===== src/rtl/local_reduction_injector.sv =====
`default_nettype none
// local_reduction_injector: coalesces reduction contributions and formats 256-bit switch packets.
// Define LOCAL_REDUCTION_COALESCE_EN to enable the HOLD/merge path; otherwise every request is sent alone.
module local_reduction_injector #(
    parameter int DataWidth     = 256,
    parameter int PayloadLen    = 128,
    parameter int IndexPos      = 128,
    parameter int IndexWidth    = 16,
    parameter int WeightPos     = 144,
    parameter int WeightWidth   = 8,
    parameter int PriorityPos   = 152,
    parameter int PriorityWidth = 8,
    parameter int ExitPos       = 160,
    parameter int ExitWidth     = 4,
    parameter int MergeCntPos   = 164,
    parameter int MaxMerge      = 8,
    parameter int FlushTimeout  = 8
) (
    input  logic                     clk,
    input  logic                     rst,
    input  logic                     req_valid,
    output logic                     req_ready,
    input  logic                     req_reduce,
    input  logic [IndexWidth-1:0]    req_index,
    input  logic [WeightWidth-1:0]   req_weight,
    input  logic [PayloadLen-1:0]    req_payload,
    input  logic [ExitWidth-1:0]     req_dst,
    input  logic [PriorityWidth-1:0] req_priority,
    input  logic                     out_avail,
    output logic [DataWidth-1:0]     out,
    output logic                     out_pipeline_stall
);

`ifdef LOCAL_REDUCTION_COALESCE_EN
    typedef enum logic [1:0] {S_IDLE = 2'd0, S_HOLD = 2'd1, S_SEND = 2'd2} state_t;
    localparam int IdleWidth = (FlushTimeout > 1) ? $clog2(FlushTimeout) : 1;
    logic [IdleWidth-1:0] idle_q, idle_d;
    logic                 match;
`else
    typedef enum logic [1:0] {S_IDLE = 2'd0, S_SEND = 2'd2} state_t;
`endif

    state_t                   state_q, state_d;
    logic                     reduce_q, reduce_d;
    logic [IndexWidth-1:0]    index_q, index_d;
    logic [WeightWidth-1:0]   weight_q, weight_d;
    logic [PayloadLen-1:0]    payload_q, payload_d;
    logic [ExitWidth-1:0]     dst_q, dst_d;
    logic [PriorityWidth-1:0] prio_q, prio_d;
    logic [2:0]               mcnt_q, mcnt_d;
    logic [DataWidth-1:0]     out_q, out_d;
    logic [DataWidth-1:0]     pkt_d;
    logic                     ready;

    always_comb begin
        state_d   = state_q;
        reduce_d  = reduce_q;
        index_d   = index_q;
        weight_d  = weight_q;
        payload_d = payload_q;
        dst_d     = dst_q;
        prio_d    = prio_q;
        mcnt_d    = mcnt_q;
        ready     = 1'b0;
`ifdef LOCAL_REDUCTION_COALESCE_EN
        idle_d = idle_q;
        match  = req_reduce && (req_index == index_q) && (req_dst == dst_q)
                 && (mcnt_q < 3'(MaxMerge - 1));
`endif
        case (state_q)
            S_IDLE: begin
                ready = 1'b1;
                if (req_valid) begin
                    reduce_d  = req_reduce;
                    index_d   = req_index;
                    weight_d  = req_weight;
                    payload_d = req_payload;
                    dst_d     = req_dst;
                    prio_d    = req_priority;
                    mcnt_d    = 3'd0;
`ifdef LOCAL_REDUCTION_COALESCE_EN
                    idle_d  = '0;
                    state_d = (req_reduce && (MaxMerge > 1)) ? S_HOLD : S_SEND;
`else
                    state_d = S_SEND;
`endif
                end
            end
`ifdef LOCAL_REDUCTION_COALESCE_EN
            S_HOLD: begin
                if (req_valid) begin
                    // A non-matching request stays pending and is picked up from IDLE.
                    if (match) begin
                        ready     = 1'b1;
                        payload_d = payload_q + req_payload;
                        weight_d  = weight_q + req_weight;
                        prio_d    = (req_priority > prio_q) ? req_priority : prio_q;
                        mcnt_d    = mcnt_q + 3'd1;
                        idle_d    = '0;
                        if (mcnt_d == 3'(MaxMerge - 1)) begin
                            state_d = S_SEND;
                        end
                    end else begin
                        state_d = S_SEND;
                    end
                end else if (idle_q == IdleWidth'(FlushTimeout - 1)) begin
                    state_d = S_SEND;
                end else begin
                    idle_d = idle_q + IdleWidth'(1);
                end
            end
`endif
            S_SEND: begin
                if (out_avail) begin
                    state_d = S_IDLE;
                end
            end
            default: state_d = S_IDLE;
        endcase
    end

    always_comb begin
        pkt_d                                   = '0;
        pkt_d[DataWidth-1]                      = 1'b1;
        pkt_d[DataWidth-2]                      = reduce_d;
        pkt_d[MergeCntPos +: 3]                 = mcnt_d;
        pkt_d[ExitPos +: ExitWidth]             = dst_d;
        pkt_d[PriorityPos +: PriorityWidth]     = prio_d;
        pkt_d[WeightPos +: WeightWidth]         = weight_d;
        pkt_d[IndexPos +: IndexWidth]           = index_d;
        pkt_d[0 +: PayloadLen]                  = payload_d;
        out_d = (state_d == S_SEND) ? pkt_d : '0;
    end

    always_ff @(posedge clk or negedge rst) begin
        if (!rst) begin
            state_q   <= S_IDLE;
            reduce_q  <= 1'b0;
            index_q   <= '0;
            weight_q  <= '0;
            payload_q <= '0;
            dst_q     <= '0;
            prio_q    <= '0;
            mcnt_q    <= 3'd0;
            out_q     <= '0;
`ifdef LOCAL_REDUCTION_COALESCE_EN
            idle_q    <= '0;
`endif
        end else begin
            state_q   <= state_d;
            reduce_q  <= reduce_d;
            index_q   <= index_d;
            weight_q  <= weight_d;
            payload_q <= payload_d;
            dst_q     <= dst_d;
            prio_q    <= prio_d;
            mcnt_q    <= mcnt_d;
            out_q     <= out_d;
`ifdef LOCAL_REDUCTION_COALESCE_EN
            idle_q    <= idle_d;
`endif
        end
    end

    // Ready is masked while reset is held so nothing is accepted into a state being cleared.
    assign req_ready          = ready & rst;
    assign out                = out_q;
    assign out_pipeline_stall = ~((state_q == S_SEND) && out_avail);

endmodule
`default_nettype wire


===== config.mk =====
export PLATFORM = sky130hd
export DESIGN_NAME = local_reduction_injector
export DESIGN_NICKNAME = d
export VERILOG_FILES = /design/src/rtl/local_reduction_injector.sv
export SDC_FILE = /design/constraint.sdc
export NUM_CORES = 1
export LEC_CHECK = 0
export BUFFER_PORTS_ARGS = -buffer_cell sky130_fd_sc_hd__buf_2
export CORE_AREA = 2 2 172 258
export CTS_CLUSTER_SIZE = 20
export DETAILED_ROUTE_END_ITERATION = 10
export DIE_AREA = 0 0 174 260
export SLEW_MARGIN = 20
export SYNTH_ARGS = -nofsm -noshare
export SYNTH_HDL_FRONTEND = slang
export SYNTH_SLANG_ARGS = --single-unit

===== constraint.sdc =====
create_clock -name clk -period 5.1 [get_ports clk]
set_clock_uncertainty 0.2 [all_clocks]
set_input_delay 0.255 -clock clk [delete_from_list [all_inputs] [get_ports clk]]
set_output_delay 0.255 -clock clk [all_outputs]
set_load 0.01 [all_outputs]

### Word level (Yosys, flattened, before mapping)

Cells that the tools add are included.
Widths: inputs -> output; s select.

* word-level logic and storage cells: 34
* register bits: 426

* bitwise operators: 2
* reduce and logical (&&, ||, !) cells: 2
* equal/unequal tests: 2
* mux-type cells: 19

Operator list (number)
* $mux 128: 2
* $mux 256: 1
* $mux 16: 2
* $mux 8: 4
* $mux 4: 2
* $mux 3: 2
* $eq 2x2->1 const B: 2
* $mux 2: 2
* $pmux 2 s2: 1
* $mux 1: 3
* $logic_not 2->1: 1
* $and 1x1->1: 1
* $logic_and 1x1->1: 1
* $not 1->1: 1

### Longest topological paths before layout

Gate-level depths: netlist (run 1).

* word-level depth: 4
* gate-level depth with buffers: 5
* depth with buffers taken out: 2

### Least setup slack after synthesis (run 1)

Ideal clock, no wire load.

* path kind: reg2reg
* from: reg state_q[0]
* to: reg index_q[0]
* cell stages (with the launch flop): 6
* required time: 4.772 ns
* clock period less this slack: 1.809 ns
* data arrival time: 1.482 ns
* buffers on the path: 3
* setup slack: 3.291 ns
* library setup time: 0.128 ns
* cell sequence: dfrtp_1 -> buf_2 -> nor3b_2 -> buf_2 -> buf_4 -> mux2_1

* word-level cells in the longest chain between the ends: 2

Ends and longest elaborated chain
* from (decl): RTL line 43 `state_t state_q, state_d;`
* from (signal assigned): RTL line 150 `state_q <= state_d;`
* $logic_not 2->1: RTL line 70 `case (state_q)`
* $mux 16: RTL line 70
* named net index_d[0]: RTL line 45 `logic [IndexWidth-1:0] index_q, index_d;`
* to (signal assigned): RTL line 152 `index_q <= index_d;`
* to (decl): RTL line 45

The timed path passes the listed nets, and every way through them passes these cells.

### Worst setup path after layout (run 1)

* from: reg state_q[0]
* to: out out_pipeline_stall

* word-level cells in the longest chain between the ends: 3

Ends and longest elaborated chain
* $eq 2x2->1: RTL line 168 `assign out_pipeline_stall = ~((state_q == S_SEND) && out_avail);`
* $logic_and 1x1->1: RTL line 168
* $not 1->1: RTL line 168
* to (decl): RTL line 31 `output logic out_pipeline_stall`

No other way between the ends.

==> results.yml, run 1 <==
finish:
  final_nets: 1823
  stdcell_area_sq_mm: 0.0194
  layout-drive-gt1-share_pct: 26.9
  syn_to_final_growth_pct: 30.3
  seqCellArea_sq_mm: 0.00849
  final_cells: 2244
  fillers: 3939
  multi_input_area_sq_mm: 0.00559
sta:
  min_period_ns: 2.82
  rsz0062_at_grt: "no"
  finalSetupViolations: 0
  final_max_slew_viol_count: 0
  fmax_mhz: 354
  finalSetupTns_ns: 0
  slew_headroom_pct: 32.3
  min_period_over_period_pct: 55.3
  hold_viol: 0
  hold_ws_ns: 0.0151
  tightest_slew_ns: 1.02
power_and_ir_drop:
  ir_drop_mv: 0.246
  power_leakage_nw: 8.80
  p_per_area_mw_per_mm2: 340
cts:
  cts_tree: "done"
  clkTransAtPathRegs_ns: 0.06
  cts_buffers: 35
  cts_buffer_depth: 3
  cts_setup_buffers: 0
  clk_latency_ns: 0.52
  clockRootBuffer: "clkbuf_16"
  cts_sinks: 339
  cts_max_level: 2
route:
  drc: 0
  routedWlPerCell_um: 17.9
  first_pass_iters: 4
  drt_wl_total_mm: 40.2
  via_per_inst: 4.92
  drt_iter0_drc: 729
  postRouteAntennaNets: 0
  routed-via-count: 11000
worst_setup_path:
  start_kind: "flop"
  cp_max_fo: 80
  critical-path-max-stage-delay_ns: 0.79
  regToRegSetupSlack_ns: 2.51
  cp.required_ns: 4.64
  worstSetupPathType: "flop to primary output"
  reg2reg_depth: 3
  r2r_end: "weight_q[7]"
  path_cells: "buf_4 -> nand3b_1 -> buf_2"
  critPathCaptureType: "primary output"
  critPathSlowestCell: "buf_4"
  worstReg2RegStart: "state_q[1]"
  cp-startpoint: "state_q[0]"
  cp.arrival_ns: 2.37
logic_synthesis:
  synth_area_leaders: "dfrtp_1 (57%), nand3b_1 (17%), mux2_1 (8.9%), a21oi_1 (5.6%), buf_4 (5.0%)"
  synth_top_area_cell: "dfrtp_1"
  async_reset_ff_share_pct: 100
  ys_types: 16
  yosys_register_bits: 339
  yosysMostFrequentCell: "dfrtp_1"
  yosysSeqAreaShare_pct: 57.0
  ys_top_cells_by_count: "dfrtp_1 (339), nand3b_1 (331), a21oi_1 (165), mux2_1 (117), buf_4 (99)"
  syn_area_sq_mm: 0.0149
  synth_top_area_share_pct: 57.0
  synth-main-ff-cell: "dfrtp_1"
  syn_area_per_cell_sq_um: 12.3
  synthCells: 1210
  synth_edf_count: 0
  ys_warn_count: 0
floorplan:
  initial_utilization_pct: 34.7
  die_w_um: 174
  std_cell_rows: 93
  num_io_pins: 427
  dieHeight_um: 260
  dieArea_sq_mm: 0.0452
  core_area_sq_mm: 0.0428
placed_design:
  gp_congestion: 0.765
  dpl_cell_area_sq_mm: 0.0166
  dp_hpwl_mm: 23.6
  port_buffers: 339
  dp.cells: 2021
grt:
  grt_overflow: 0
  antenna_found_initial: 2
  grt_pass1_wl_mm: 63.2
  grt_max_degree: 160
  grt.total_usage_pct: 17.3
  grt_pass1_vias: 11500
hold_path:
  min_path_type: "input port to async pin"
outcome:
  status: "finished clean"
job:
  cap_violations: 0
-- routing by layer --
layer	vias up	track usage [%]	share of wire, %
met4	2	8.78	4.5
met1	5592	20.2	38
met5	-	0	0.017
met3	102	3.03	5.0
li1	4953	-	-
met2	392	30.7	52
-- worst max-delay path: cells and delay by family (launching register included) --
kind | cells | cell delay [ns]
buffers and inverters | 2 | 0.94
DFF | 1 | 0.63
and+or+nand+nor | 1 | 0.20
-- placed cells by master, fill, tap and decap left out, drive strengths merged, types with 2 or more instances in the layout --
master       count
clkinv           8
a211oi           2
dfrtp          339
nor3b            3
dlygate4sd3    166
a21oi          165
diode            2
nor2b            3
clkbuf          46
conb            88
mux2           165
and2             3
nand3b         331
buf            351
-- cells by family (layout without fill, tap and decap cells) --
group | after synthesis | in the layout | synth area share (%)
AOI/OAI and AO/OA | 167 | 167 | 5.65
DFF | 339 | 339 | 57.0
muxes | 165 | 165 | 12.5
other | 1 | 90 | 0.0252
and+or+nand+nor | 341 | 341 | 17.2
buffers and inverters | 197 | 572 | 7.62
-- layout make-up --
cell class / count / area share (%)
Sequential cell: 339 / 43.8
Multi-Input combinational cell: 761 / 28.9
Timing Repair Buffer: 517 / 18.2
Clock buffer: 46 / 5.06
Tap cell: 570 / 3.68
Clock inverter: 9 / 0.400
Antenna cell: 2 / 0.0258
-- sequential cells by signal, indices dropped and copies added, names as in the netlist --
name	flops
prio_q	8
payload_q	128
dst_q	4
weight_q	8
out	169
index_q	16
mcnt_q	3
reduce_q	1
state_q	2
-- how the worst max path moves through the flow --
stage	end	slack, ns	depth (start not counted)
after floorplan	index_q[0]	3.29	5
after global routing	out_pipeline_stall	2.15	3
after detailed placement	dst_q[2]	2.50	3
final	out_pipeline_stall	2.28	3
after CTS	out_pipeline_stall	2.22	3
after global placement	payload_q[3]	2.52	4
-- metrics by stage --
step | util [%] | total power (W) | worst slack, ns
after CTS | 45.2 | 0.00668 | 2.22
after detailed placement | 38.9 | 0.00409 | 2.50
after global placement | 38.9 | 0.00405 | 2.52
after global routing | 45.2 | 0.00690 | 2.15
final | 45.2 | 0.00658 | 2.28
after floorplan | - | 0.00377 | 3.29
-- where the power goes --
group	total, W	internal (W)	switching, W	leakage [nW]
clock network	0.00244	0.00140	0.00104	0.524
registers	0.00319	0.00302	0.000168	4.28
logic	0.000951	0.000472	0.000478	3.99
total	0.00658	0.00489	0.00169	8.80
-- what timing repair did --
action / 4_1_cts / 5_1_grt
gates resized for setup: 0 / 0
hold buffers: 166 / 0
endpoints found under the hold margin: 418 / 0
(Power assumes the default switching activity.)
==> inputs of run 2 (changes only) <==
==> constraint.sdc (replaced) <==
create_clock -name clk -period 2.9 [get_ports clk]
set_clock_uncertainty 0.2 [all_clocks]
set_input_delay 0.145 -clock clk [delete_from_list [all_inputs] [get_ports clk]]
set_output_delay 0.145 -clock clk [all_outputs]
set_load 0.01 [all_outputs]
==> results.yml, run 2 (same netlist as run 1, synthesis figures left out) <==
outcome:
  status: "finished clean"
finish:
  fillers: 3938
  largest_reg_flops: 169
  most-common-layout-cells: "dfrtp_1 (337), buf_2 (337), nand3b_1 (331), dlygate4sd3_1 (166), a21oi_1 (165)"
  final_nets: 1828
  layout-drive-gt1-share_pct: 27.5
  n_antenna_cell: 0
  syn_to_final_growth_pct: 31.8
worst_setup_path:
  crit_family: "buffers and inverters"
  regToRegSetupSlack_ns: 0.82
  critPathCaptureType: "primary output"
  worstReg2RegStart: "state_q[1]"
  critical-path-max-stage-delay_ns: 0.55
  cp_max_fo: 170
  cp-endpoint: "out_pipeline_stall"
  cp.arrival_ns: 1.93
  worstSetupPathType: "flop to primary output"
  cp.required_ns: 2.56
  critPathSlowestCell: "buf_12"
  reg2reg_depth: 3
  cp.depth: 3
  r2r_end: "payload_q[60]"
  crit_buf_inv: 2
  path_cells: "buf_12 -> nand3b_1 -> buf_2"
  start_kind: "flop"
  cp-startpoint: "state_q[0]"
sta:
  finalSetupViolations: 0
  rsz0062_at_grt: "no"
  finalSetupTns_ns: 0
  final_max_slew_viol_count: 0
  slew_headroom_pct: 31.9
  min_period_ns: 2.27
  tightest_slew_ns: 1.02
  hold_ws_ns: 0.0737
  min_period_over_period_pct: 78.3
  fmax_mhz: 440
  hold_viol: 0
cts:
  cts_buffers: 36
  clk_latency_ns: 0.52
  clkTransAtPathRegs_ns: 0.06
  cts_max_level: 2
  cts_tree: "done"
  cts_sinks: 339
  clockRootBuffer: "clkbuf_16"
  cts_buffer_depth: 3
  cts_resized: 0
placed_design:
  dp_hpwl_mm: 22.9
  port_buffers: 339
  gp_congestion: 0.739
power_and_ir_drop:
  ir_drop_mv: 0.478
  switching_power_w: 0.00301
  p_int_w: 0.00883
  power_leakage_nw: 8.90
  combPwrFrac_pct: 14.5
  p_clk_share_pct: 38.4
  switching_share_pct: 25.4
  p_per_area_mw_per_mm2: 604
  seqPwrFrac_pct: 47.1
route:
  routedWlPerCell_um: 17.5
  drc: 0
  postRouteAntennaNets: 0
  routed-via-count: 11000
  first_pass_iters: 5
  drt_iter0_drc: 562
  drt_wl_total_mm: 39.4
  via_per_inst: 4.86
grt:
  grt.total_usage_pct: 17.0
  antenna_found_initial: 0
  grt_pass1_wl_mm: 62.5
  grt_pass1_vias: 11600
  grt_max_degree: 197
  grt_overflow: 0
floorplan:
  core_area_sq_mm: 0.0428
  dieArea_sq_mm: 0.0452
  num_io_pins: 427
  initial_utilization_pct: 34.7
  std_cell_rows: 93
  dieHeight_um: 260
  die_w_um: 174
job:
  cap_violations: 0
hold_path:
  min_path_type: "input port to async pin"
[run 2: metal layers]
| layer | routed length, um | track usage, % |
|---|---|---|
| met1 | 15800 | 20.3 |
| met3 | 1940 | 3.04 |
| met5 | 0 | 0 |
| met2 | 20400 | 30.5 |
| met4 | 1280 | 6.51 |
[run 2: final cells by class]
type | instances | area, sq um | area share, %
Tap cell | 570 | 713 | 3.64
Clock buffer | 53 | 1080 | 5.49
Multi-Input combinational cell | 761 | 5590 | 28.5
Sequential cell | 339 | 8490 | 43.3
Clock inverter | 11 | 95.1 | 0.485
Timing Repair Buffer | 521 | 3640 | 18.6
[run 2: power groups by stage]
stage	Sequential (W)	Combinational [W]	Clock (W)
after global routing	0.00565	0.00189	0.00488
after detailed placement	0.00566	0.00155	0
after global placement	0.00564	0.00150	0
after CTS	0.00558	0.00174	0.00470
after floorplan	0.00566	0.000975	0
final	0.00558	0.00172	0.00455
[run 2: worst min-delay path: stages]
cell and delay, ns:
dlygate4sd3_1 0.56, buf_8 0.15, buf_12 0.34
[run 2: worst min path at each step]
| stage | startpoint | to | slack (ns) | cells after the start |
|---|---|---|---|---|
| final | rst | reduce_q | 0.07 | 3 |
| after global routing | rst | out[154] | 0.08 | 3 |
| after CTS | out_avail | out[255] | 0.05 | 2 |
| after detailed placement | rst | prio_q[3] | -0.19 | 1 |
| after global placement | rst | prio_q[3] | -0.19 | 1 |
| after floorplan | rst | dst_q[0] | -0.35 | 0 |
[run 2: stage by stage]
| stage | util, % | std cells | total power [W] | cell area (sq um) | setup slack [ns] |
|---|---|---|---|---|---|
| floorplan | - | 1297 | 0.00663 | 15200 | 1.09 |
| global placement | 39.2 | 2024 | 0.00713 | 16800 | 0.833 |
| detailed placement | 39.2 | 2024 | 0.00722 | 16800 | 0.811 |
| CTS | 45.8 | 2255 | 0.0120 | 19600 | 0.503 |
| global route | 45.8 | 2255 | 0.0124 | 19600 | 0.501 |
| finish | 45.8 | 2255 | 0.0118 | 19600 | 0.630 |
[run 2: repair_timing]
item                                   CTS  global route
hold buffers                           167             0
setup endpoints to repair                0             0
endpoints found under the hold margin  629             0
setup buffers                            0             0
==> inputs of run 3 (changes only) <==
==> constraint.sdc (replaced) <==
create_clock -name clk -period 2.2 [get_ports clk]
set_clock_uncertainty 0.2 [all_clocks]
set_input_delay 0.11 -clock clk [delete_from_list [all_inputs] [get_ports clk]]
set_output_delay 0.11 -clock clk [all_outputs]
set_load 0.01 [all_outputs]
==> results.yml, run 3 (same netlist as run 1, synthesis figures left out) <==
power_and_ir_drop:
  power_leakage_nw: 8.99
  ir_drop_mv: 0.547
  p_per_area_mw_per_mm2: 797
  power.total_w: 0.0158
worst_setup_path:
  r2r_end: "payload_q[119]"
  crit_buf_inv: 2
  cp.required_ns: 1.89
  reg2reg_depth: 4
  worstSetupPathType: "flop to primary output"
  cp-startpoint: "state_q[1]"
  path_cells: "buf_16 -> nor3b_1 -> buf_2"
  cp.depth: 3
  critPathCaptureType: "primary output"
  critPathSlowestCell: "dfrtp_4"
  regToRegSetupSlack_ns: 0.24
  start_kind: "flop"
  crit_family: "flip-flops"
  critical-path-max-stage-delay_ns: 0.52
  cp.arrival_ns: 1.74
  cp_max_fo: 118
  worstReg2RegStart: "state_q[1]"
sta:
  finalSetupTns_ns: 0
  min_period_over_period_pct: 93.2
  tightest_slew_ns: 0.992
  slew_headroom_pct: 33.9
  fmax_mhz: 488
  finalSetupViolations: 0
  hold_viol: 0
  min_period_ns: 2.05
  final_max_slew_viol_count: 0
  rsz0062_at_grt: "no"
floorplan:
  core_area_sq_mm: 0.0428
  num_io_pins: 427
  die_w_um: 174
  dieHeight_um: 260
  dieArea_sq_mm: 0.0452
  std_cell_rows: 93
  initial_utilization_pct: 34.7
grt:
  grt.busiest_layer: "met2"
  met1_usage_pct: 20.9
  grt_overflow: 0
  grt.total_usage_pct: 18.0
  grt_max_degree: 167
  use_met2_pct: 32.3
  grt_util_met3_pct: 3.00
  grt_pass1_vias: 11500
  antenna_found_initial: 3
  grt_pass1_wl_mm: 65.0
hold_path:
  min_path_type: "input port to async pin"
finish:
  final_core_util_pct: 46.3
  final_common_cell: "dfrtp_1"
  layout-drive-gt1-share_pct: 27.5
  final_nets: 1838
  fillers: 3908
  multi_input_area_sq_mm: 0.00559
  seqCellArea_sq_mm: 0.00849
  most-common-layout-cells: "dfrtp_1 (337), buf_2 (336), nand3b_1 (331), dlygate4sd3_1 (167), a21oi_1 (165)"
  syn_to_final_growth_pct: 33.2
  largest_reg_flops: 169
cts:
  cts_buffer_depth: 3
  cts_max_level: 2
  cts_buffers: 36
  clockRootBuffer: "clkbuf_16"
  cts_tree: "done"
  clk_latency_ns: 0.52
  clkTransAtPathRegs_ns: 0.06
  cts_sinks: 339
placed_design:
  port_buffers: 339
  dp_hpwl_mm: 23.5
  gp_congestion: 0.767
route:
  drt_wl_total_mm: 41.8
  routedWlPerCell_um: 18.4
  routed-via-count: 11100
  drc: 0
  postRouteAntennaNets: 0
  drt_iter0_drc: 618
  via_per_inst: 4.88
  first_pass_iters: 5
job:
  cap_violations: 0
outcome:
  status: "finished clean"
run 3: report_power, final:
part | internal, W | switching (W)
Clock | 0.00362 | 0.00246
Combinational | 0.00116 | 0.00118
Sequential | 0.00701 | 0.000359
Total | 0.0118 | 0.00400
run 3: layout make-up:
cell class                 count  share of cell area [%]
antenna                        4                  0.0505
timing repair buffer         531                    19.4
sequential                   339                    42.9
clock inverter                 5                   0.404
clock buffer                  56                    5.49
tap                          570                    3.60
multi-input combinational    761                    28.2
run 3: worst max-delay path by stage:
stage                     end
2_1_floorplan      index_q[0]
3_3_place_gp        prio_q[7]
3_5_place_dp   payload_q[106]
4_1_cts             req_ready
5_1_grt             req_ready
6_report            req_ready
run 3: worst register-to-register path, cell delays in order (launching register included):
cell and delay (ns):
dfrtp_4 0.52, nor3b_4 0.31, buf_12 0.24, buf_12 0.21
mux2_1 0.36
run 3: timing repair:
action | CTS | global route
setup buffers | 0 | 0
hold buffers | 168 | 0
hold endpoints to repair | 671 | 0
endpoints found under the setup margin | 2 | 0
resized for setup | 2 | 0
run 3: per-stage QoR:
step | hold WS, ns | instance area, sq um | worst slack [ns] | std cells
finish | 0.0121 | 19800 | 0.150 | 2266
global route | 0.0465 | 19800 | 0.0782 | 2264
CTS | 0.0161 | 19800 | 0.109 | 2262
detailed placement | -0.168 | 16900 | 0.249 | 2031
global placement | -0.172 | 16900 | 0.269 | 2031
floorplan | -0.386 | 15200 | 0.391 | 1297
run 3: per-layer routing:
metal | vias to the layer above | part of all wire [%]
met3 | 96 | 4.6
met2 | 375 | 52
li1 | 4989 | -
met5 | - | 0.017
met4 | 2 | 4.2
met1 | 5595 | 39
